### src/rtl/microcontroller_pkg.sv
// Shared definitions for the microcontroller system: program-loader FSM states
// and the bus widths used between the loader and the core.
`timescale 1ns/1ps
package microcontroller_pkg;

  localparam int WORD_W = 16;
  localparam int BYTE_W = 8;
  localparam logic [BYTE_W-1:0] SYNC_BYTE_DEFAULT = 8'hA5;

  typedef enum logic [2:0] {
    IDLE,
    PRE_RST,
    CNT_HI,
    CNT_LO,
    DATA_HI,
    DATA_LO,
    POST_RST,
    ERROR
  } loaderState_e;

endpackage

### src/rtl/program_loader.sv
// Parses a sync / word-count / payload byte stream and feeds it into the
// microcontroller program memory, then restarts the CPU at address 0.
`timescale 1ns/1ps
module program_loader
  import microcontroller_pkg::*;
#(
  parameter int                MAX_WORDS  = 256,
  parameter int                RST_CYCLES = 1,
  parameter logic [BYTE_W-1:0] SYNC_BYTE  = SYNC_BYTE_DEFAULT
) (
  input  logic              clk,
  input  logic              reset,
  input  logic [BYTE_W-1:0] rx_data,
  input  logic              rx_valid,
  output logic              rx_ready,
  output logic [WORD_W-1:0] programIN,
  output logic              LMin,
  output logic              cpu_reset,
  output logic              busy,
  output logic              done,
  output logic              err
);

  localparam int CW  = $clog2(MAX_WORDS + 1);
  localparam int RCW = (RST_CYCLES > 1) ? $clog2(RST_CYCLES) : 1;
  localparam logic [WORD_W-1:0] MAX_COUNT = WORD_W'(MAX_WORDS);
  localparam logic [RCW-1:0]    RST_LOAD  = RCW'(RST_CYCLES - 1);

  loaderState_e      state_q;
  logic [BYTE_W-1:0] cntHi_q;
  logic [BYTE_W-1:0] dataHi_q;
  logic [CW-1:0]     wordCnt_q;
  logic [RCW-1:0]    rstCnt_q;
  logic              postWait_q;
  logic              haltHold_q;
  logic [WORD_W-1:0] programIN_q;
  logic              lmIn_q;
  logic              cpuReset_q;
  logic              busy_q;
  logic              done_q;
  logic              err_q;
  logic              rxReady_q;

  logic              fire;
  logic [WORD_W-1:0] rxCount;

  assign fire    = rx_valid & rxReady_q;
  assign rxCount = {cntHi_q, rx_data};

  // haltHold_q keeps the CPU halted after a rejected frame until a good
  // frame has been fully loaded and its closing reset pulse has finished.
  always_ff @(posedge clk or posedge reset) begin
    if (reset) begin
      state_q     <= IDLE;
      cntHi_q     <= '0;
      dataHi_q    <= '0;
      wordCnt_q   <= '0;
      rstCnt_q    <= '0;
      postWait_q  <= 1'b0;
      haltHold_q  <= 1'b0;
      programIN_q <= '0;
      lmIn_q      <= 1'b0;
      cpuReset_q  <= 1'b1;
      busy_q      <= 1'b0;
      done_q      <= 1'b0;
      err_q       <= 1'b0;
      rxReady_q   <= 1'b0;
    end else begin
      lmIn_q <= 1'b0;
      case (state_q)
        IDLE: begin
          rxReady_q  <= 1'b1;
          cpuReset_q <= haltHold_q;
          if (fire && rx_data == SYNC_BYTE) begin
            state_q    <= PRE_RST;
            rxReady_q  <= 1'b0;
            cpuReset_q <= 1'b1;
            busy_q     <= 1'b1;
            done_q     <= 1'b0;
            err_q      <= 1'b0;
            rstCnt_q   <= RST_LOAD;
          end
        end
        PRE_RST: begin
          if (rstCnt_q == '0) begin
            state_q    <= CNT_HI;
            rxReady_q  <= 1'b1;
            cpuReset_q <= haltHold_q;
          end else begin
            rstCnt_q <= rstCnt_q - RCW'(1);
          end
        end
        CNT_HI: begin
          if (fire) begin
            cntHi_q <= rx_data;
            state_q <= CNT_LO;
          end
        end
        CNT_LO: begin
          if (fire) begin
            if (rxCount == '0) begin
              state_q    <= POST_RST;
              rxReady_q  <= 1'b0;
              postWait_q <= 1'b1;
            end else if (rxCount > MAX_COUNT) begin
              state_q    <= ERROR;
              rxReady_q  <= 1'b0;
              cpuReset_q <= 1'b1;
              haltHold_q <= 1'b1;
              err_q      <= 1'b1;
              busy_q     <= 1'b0;
            end else begin
              state_q   <= DATA_HI;
              wordCnt_q <= rxCount[CW-1:0];
            end
          end
        end
        DATA_HI: begin
          if (fire) begin
            dataHi_q <= rx_data;
            state_q  <= DATA_LO;
          end
        end
        DATA_LO: begin
          if (fire) begin
            programIN_q <= {dataHi_q, rx_data};
            lmIn_q      <= 1'b1;
            wordCnt_q   <= wordCnt_q - CW'(1);
            if (wordCnt_q == CW'(1)) begin
              state_q    <= POST_RST;
              rxReady_q  <= 1'b0;
              postWait_q <= 1'b1;
            end else begin
              state_q <= DATA_HI;
            end
          end
        end
        // First cycle lets the final LMin strobe retire before reset rises.
        POST_RST: begin
          if (postWait_q) begin
            postWait_q <= 1'b0;
            cpuReset_q <= 1'b1;
            rstCnt_q   <= RST_LOAD;
          end else if (rstCnt_q == '0) begin
            state_q    <= IDLE;
            cpuReset_q <= 1'b0;
            haltHold_q <= 1'b0;
            busy_q     <= 1'b0;
            done_q     <= 1'b1;
            rxReady_q  <= 1'b1;
          end else begin
            rstCnt_q <= rstCnt_q - RCW'(1);
          end
        end
        ERROR: begin
          state_q   <= IDLE;
          rxReady_q <= 1'b1;
        end
        default: state_q <= IDLE;
      endcase
    end
  end

  assign rx_ready  = rxReady_q;
  assign programIN = programIN_q;
  assign LMin      = lmIn_q;
  assign cpu_reset = cpuReset_q;
  assign busy      = busy_q;
  assign done      = done_q;
  assign err       = err_q;

endmodule

### config.mk
export PLATFORM = sky130hd
export DESIGN_NAME = program_loader
export DESIGN_NICKNAME = d
export VERILOG_FILES = /design/src/rtl/microcontroller_pkg.sv /design/src/rtl/program_loader.sv
export SDC_FILE = /design/constraint.sdc
export NUM_CORES = 1
export LEC_CHECK = 0
export CORE_MARGIN = 4
export CORE_UTILIZATION = 59
export DETAILED_ROUTE_END_ITERATION = 10
export PLACE_DENSITY = 0.95
export SYNTH_ARGS = -nofsm -noshare
export SYNTH_HDL_FRONTEND = slang
export SYNTH_SLANG_ARGS = --single-unit
### constraint.sdc
create_clock -name clk -period 4.8 [get_ports clk]
set_input_delay 0.48 -clock clk [delete_from_list [all_inputs] [get_ports clk]]
set_output_delay 0.48 -clock clk [all_outputs]
set_load 0.01 [all_outputs]
==> results.ini, run 1 <==
[yosys]
synth.avg_cell_area_um2=11.4
async_reset_ff_share_pct=100
yosysMostFrequentCell=dfrtp_1
synth_xor_area_share_pct=0.347
synth_fp_nets=235
syn_inst=222
synthTopCellsByArea=dfrtp_1 51%, mux2_2 15%, nand2_1 2.7%
netlist.area_leader.share_pct=50.5
ys_ff_latch=52
synthMuxAreaShare_pct=15.7
synth_top_area_cell=dfrtp_1
synth-edff-count=0
synth_top_flop_cell=dfrtp_1
netlist_area_um2=2530
synth_top_family_by_area=simple AND/OR/NAND/NOR gates
yosysWarnings=0
synth_compound_area_share_pct=12.6
ys_types=49
synthSimpleGateAreaFrac_pct=16.2
synth_common_cells=51 x dfrtp_1, 33 x mux2_2, 18 x nand2_1, 18 x nor2_1, 12 x a21oi_1
ys_seq_area_share_pct=51.6
synthAdderAreaFrac_pct=0.991

[detailed_routing]
wl_per_cell_um=18.4
firstDrtPassIters=6
drtIter0Drc=301
route.vias.total=1964
ant_nets=0
drcViolationCount=0
wl_um=5610
via_per_inst=6.44

[clocking]
clockBufferDepth=2
cts_setup_buffers=0
cts_hold_buf=0
path_clk_slew_ns=0.09
h-tree-depth=2
clk_latency_ns=0.31
cts_tree=done
cts_sinks=52
cts_buffers=5
root_buffer=clkbuf_8
ctsResizeCount=0

[grt]
grt_pass1_vias=1971
busiest_layer=met2
grt_overflow=0
global_route.usage.met3_pct=5.75
grtUsageTotal_pct=22.9
grtUsageMet1_pct=28.5
grt_pass1_wl_um=9400
grt_start_max_net_pins=53
grt_antenna_before_repair=0
grtUsageMet2_pct=37.9

[critical_path]
cpLargestDelayFamily=simple AND/OR/NAND/NOR gates
crit_type=in2reg
timing.rr.start=state_q[0]$_DFFE_PP0P_
cp_data_arrival_time_ns=2.80
path_max_fanout=16
cp-startpoint=rx_data[1]
worst-path-buf-inv=1
cp_cell_sequence=clkdlybuf4s50_1 > or4_4 > o21ai_2 > nand4_4 > or3_1 > and3_1
worstPathRequired_ns=5.01
crit_slowest_cell=or4_4
startpoint_type=input pin
slowest_delay_ns=0.60
r2r_setup_slack_ns=2.31
worst_setup_path_end_kind=flop

[pwr]
p_comb_share_pct=3.0
power.density_nw_per_um2=259
internal-power_mw=0.616
power_leakage_nw=1.37
p_clk_share_pct=40.5
seqPwrFrac_pct=56.5
ir_drop_v=0.000224
p_sw_share_pct=20.5
power.switching_mw=0.159

[timing]
rsz0062_at_grt=false
tightest_slew_ns=1.04
relSlewSlack_pct=30.3
setup_viol_count_final=0
hold_viol=0
final_max_slew_viol_count=0
setup_ws_ns=2.21
period_needed_ns=2.59
fmax_mhz=386
tns_ns=0
fin_worst_skew_ns=0.00516
final.period_utilization_pct=54.0

[floorplanning]
rows=23
die-area_um2=5390
die_w_um=73.4
ioPinCount=33
start_util_pct=62.3
core_um2=4060
die_h_um=73.4

[place]
post-place-ws_ns=1.95
portBuffers=32
globalplace.congestion=0.914
dpl.hpwl_um=3790

[cells_and_area]
area_growth_pct=18.6
diodes=0
nets=267
drive_above_1_share_pct=22.0
num-fill-cells=258

[run]
drv_cap=0

[outcome]
status=completed

[hold_path]
min-delay-start=done$_DFFE_PP0P_
min_path_type=reg2reg

-- path summary, 6_finish.rpt --
kind,cells after the start,end
max,6,wordCnt_q[5]$_DFFE_PP0P_
min,2,done$_DFFE_PP0P_
max reg2reg,5,wordCnt_q[7]$_DFFE_PP0P_
min reg2reg,2,done$_DFFE_PP0P_
max in group asynchronous,2,dataHi_q[4]$_DFFE_PP0P_
min in group asynchronous,2,LMin$_DFF_PP0_
-- stage by stage --
step | util [%] | instance area, um^2 | power, mW | instances | hold WS, ns
after floorplan | - | 2530 | 0.454 | 222 | 0.473
after global placement | 70.9 | 2880 | 0.469 | 297 | 0.460
after detailed placement | 70.9 | 2880 | 0.470 | 297 | 0.469
after CTS | 73.9 | 3000 | 0.781 | 305 | 0.491
after global routing | 73.9 | 3000 | 0.798 | 305 | 0.508
final | 73.9 | 3000 | 0.775 | 305 | 0.486
-- layout make-up --
class                           instances  area (um^2)  area share (%)
Multi-Input combinational cell        156         1160            38.7
Timing Repair Buffer                   33          328            10.9
Sequential cell                        52         1300            43.5
Tap cell                               50         62.6            2.09
Inverter                                6         22.5           0.752
Clock buffer                            6         82.6            2.76
Clock inverter                          2         38.8            1.29
-- cell families (layout without fill, tap and decap cells) --
group	after synthesis	after routing
buffers and inverters	14	47
AND/OR/NAND/NOR	72	72
flip-flops	52	52
XOR/XNOR	1	1
multiplexers	35	35
adder cells (fa/ha/maj)	2	2
AO/OA/AOI/OAI	46	46
-- power by group through the flow --
stage	clock (mW)	sequential (mW)	combinational, mW
3_3_place_gp	0	0.446	0.0228
6_report	0.314	0.438	0.0232
4_1_cts	0.320	0.438	0.0235
5_1_grt	0.335	0.438	0.0257
3_5_place_dp	0	0.446	0.0234
2_1_floorplan	0	0.446	0.00784
-- cells in the final DEF (no fill, tap or decap), types with 2 or more instances in the layout --
cell and count:
clkdlybuf4s50_1 32, nand2_1 18, o31a_2 2, a21oi_1 12
nand2b_1 2, a2bb2oi_1 4, mux2_2 33, nor2_1 18
o21ai_1 4, or4_4 2, a31oi_1 3, nand4_1 4
and3_1 2, clkbuf_8 6, a211o_1 2, dfrtp_1 51
ha_1 2, o21ai_0 6, and2_1 2, o311a_1 2
nor3_1 3, nand3_1 7, nor3_2 2, nand3b_1 2
inv_1 5, a211oi_1 2, nor4b_1 2
-- worst reg2reg max path: cells and delay by family, from the launching register on --
kind	cells	cell delay, ns
simple gates	3	1.29
flops	1	0.67
compound gates	2	0.44
-- metal layers --
metal	up-vias	routed length, um
li1	872	-
met1	949	2240
met2	124	2770
met3	19	468
met4	0	132
met5	-	0
-- state kept, by name, indices dropped and copies added (netlist names) --
register	flops
LMin	1
postWait_q	1
cntHi_q	8
done	1
programIN	16
haltHold_q	1
busy	1
cpu_reset	1
rx_ready	1
dataHi_q	8
state_q	3
err	1
wordCnt_q	9
Power figures use the tool's default switching activity.
==> run 2: changes to the inputs <==
--- a/config.mk
+++ b/config.mk
@@ -6,9 +6,9 @@
 export NUM_CORES = 1
 export LEC_CHECK = 0
 export CORE_MARGIN = 4
-export CORE_UTILIZATION = 59
+export CORE_UTILIZATION = 49
 export DETAILED_ROUTE_END_ITERATION = 10
-export PLACE_DENSITY = 0.95
+export PLACE_DENSITY = 0.85
 export SYNTH_ARGS = -nofsm -noshare
 export SYNTH_HDL_FRONTEND = slang
 export SYNTH_SLANG_ARGS = --single-unit
==> constraint.sdc (replaced) <==
create_clock -name clk -period 2.25 [get_ports clk]
set_input_delay 0.225 -clock clk [delete_from_list [all_inputs] [get_ports clk]]
set_output_delay 0.225 -clock clk [all_outputs]
set_load 0.01 [all_outputs]
==> results.ini, run 2 (same netlist as run 1, synthesis figures left out) <==
[floorplanning]
die_w_um=79.8  ; +8.7%
rows=25  ; +8.7%
ioPinCount=33  ; unchanged
core_um2=4850  ; +19%
die_h_um=79.8  ; +8.7%
start_util_pct=52.1  ; -10 points
die-area_um2=6370  ; +18%

[critical_path]
path_max_fanout=5  ; -11
r2r_setup_slack_ns=0.19  ; -2.12 ns
worstPathRequired_ns=2.45  ; -2.56 ns
cp_cell_sequence=or4_4 > nor4_4 > buf_4 > nand3_1 > o211a_1 > a211o_1
worst-path-buf-inv=1  ; unchanged
startpoint_type=flop
worst_setup_path_end_kind=flop
reg2reg_depth=6  ; +1
worstReg2RegEnd=wordCnt_q[7]$_DFFE_PP0P_
crit_type=reg2reg
timing.rr.start=cntHi_q[5]$_DFFE_PP0P_
crit_slowest_cell=or4_4
cpLargestDelayFamily=simple AND/OR/NAND/NOR gates
cp_data_arrival_time_ns=2.26  ; -0.54 ns
slowest_delay_ns=0.55  ; -0.05 ns

[detailed_routing]
wl_per_cell_um=17.0  ; -7.6%
route.vias.total=1988  ; +1.2%
firstDrtPassIters=4  ; -2
wl_um=5880  ; +4.9%
via_per_inst=5.75  ; -11%
ant_nets=0  ; unchanged
drtIter0Drc=209  ; -31%
drcViolationCount=0  ; unchanged

[timing]
period_needed_ns=2.06
setup_viol_count_final=0  ; unchanged
fin_worst_skew_ns=0.00795  ; +0.00279 ns
tns_ns=0  ; unchanged
fmax_mhz=485
setup_ws_ns=0.188  ; -2.02 ns
hold_viol=0  ; unchanged
relSlewSlack_pct=65.4  ; +35 points
rsz0062_at_grt=false
final_max_slew_viol_count=0  ; unchanged
tightest_slew_ns=0.511  ; -0.533 ns
final.period_utilization_pct=91.6

[cells_and_area]
area_growth_pct=27.7
layout_common_cells=51 x dfrtp_1, 33 x mux2_2, 32 x clkdlybuf4s50_1
final_util_pct=66.5  ; -7.3 points
diodes=0  ; unchanged
largest_reg_flops=16  ; unchanged
nets=292  ; +9.4%
final_common_cell=dfrtp_1
num-fill-cells=372  ; +44%
drive_above_1_share_pct=28.7  ; +6.7 points

[clocking]
ctsResizeCount=0  ; unchanged
path_clk_slew_ns=0.10  ; about the same
cts_tree=done
cts_hold_buf=0  ; unchanged
cts_setup_buffers=0  ; unchanged
cts_buffers=5  ; unchanged
clockBufferDepth=2  ; unchanged
root_buffer=clkbuf_8
h-tree-depth=2  ; unchanged
clk_latency_ns=0.31  ; about the same
cts_sinks=52  ; unchanged

[pwr]
power.density_nw_per_um2=542  ; +110%
total_power_mw=1.75  ; +130%
power_leakage_nw=1.49  ; +9.0%
ir_drop_v=0.000438  ; +95%

[grt]
grtUsageTotal_pct=20.3  ; -2.6 points
grt_pass1_wl_um=9950  ; +5.9%
grt_pass1_vias=2030  ; +3.0%
grt_start_max_net_pins=39  ; -26%
grt_antenna_before_repair=0  ; unchanged
grt_overflow=0  ; unchanged

[place]
globalplace.congestion=0.966  ; +5.6%
post-place-ws_ns=-0.140  ; -2.09 ns
portBuffers=32  ; unchanged
dpl.hpwl_um=4180  ; +10%

[outcome]
status=completed

[hold_path]
min_path_type=in2async

[run]
drv_cap=0  ; unchanged

run 2: area by class of cell:
type,count,area (um^2),area share (%)
Tap cell,67,83.8,2.60
Inverter,6,22.5,0.698
Timing Repair Buffer,58,528,16.4
Multi-Input combinational cell,156,1160,36.0
Clock inverter,2,60.1,1.86
Clock buffer,5,68.8,2.13
Sequential cell,52,1300,40.4
run 2: metal layers:
metal  part of all wire [%]  GRT usage, %
met1                     44          26.2
met2                     50          33.9
met3                    4.3          4.85
met4                    1.6          5.91
met5                      0             0
run 2: how the worst max path moves through the flow:
stage | startpoint | end | slack (ns) | cells after the start
detailed placement | rx_data[6] | rx_ready$_DFFE_PP0P_ | -0.14 | 6
global placement | rx_data[7] | rx_ready$_DFFE_PP0P_ | -0.1 | 6
floorplan | cntHi_q[5]$_DFFE_PP0P_ | wordCnt_q[5]$_DFFE_PP0P_ | 0.28 | 5
finish | cntHi_q[5]$_DFFE_PP0P_ | wordCnt_q[7]$_DFFE_PP0P_ | 0.19 | 6
global route | rx_data[5] | rx_ready$_DFFE_PP0P_ | 0.12 | 6
CTS | cntHi_q[5]$_DFFE_PP0P_ | wordCnt_q[7]$_DFFE_PP0P_ | 0.18 | 6
run 2: power by group:
| group | internal, mW | switching [mW] | total (mW) |
|---|---|---|---|
| registers | 0.934 | 0 | 0.934 |
| logic | 0.0305 | 0.0382 | 0.0687 |
| clock network | 0.438 | 0.308 | 0.745 |
| total | 1.40 | 0.346 | 1.75 |
run 2: worst reg2reg max path, cell delays in order, from the launching register on:
cell,delay (ns)
dfrtp_1,0.39
or4_4,0.55
nor4_4,0.23
buf_4,0.20
nand3_1,0.13
o211a_1,0.24
a211o_1,0.21
run 2: metrics by stage:
stage                     instance area (um^2)  std cells  hold WS, ns
after CTS                                 3230        346        0.191
after global routing                      3230        346        0.201
after detailed placement                  3100        339        0.474
final                                     3230        346        0.185
after global placement                    3100        339        0.466
after floorplan                           2530        222        0.349
==> run 3: changes to the inputs <==
--- a/config.mk
+++ b/config.mk
@@ -5,6 +5,7 @@
 export SDC_FILE = /design/constraint.sdc
 export NUM_CORES = 1
 export LEC_CHECK = 0
+export ABC_CLOCK_PERIOD_IN_PS = 2250
 export CORE_MARGIN = 4
 export CORE_UTILIZATION = 49
 export DETAILED_ROUTE_END_ITERATION = 10
==> results of run 3 <==
Same layout as run 2: the final DEF is identical, and so are final timing and power.
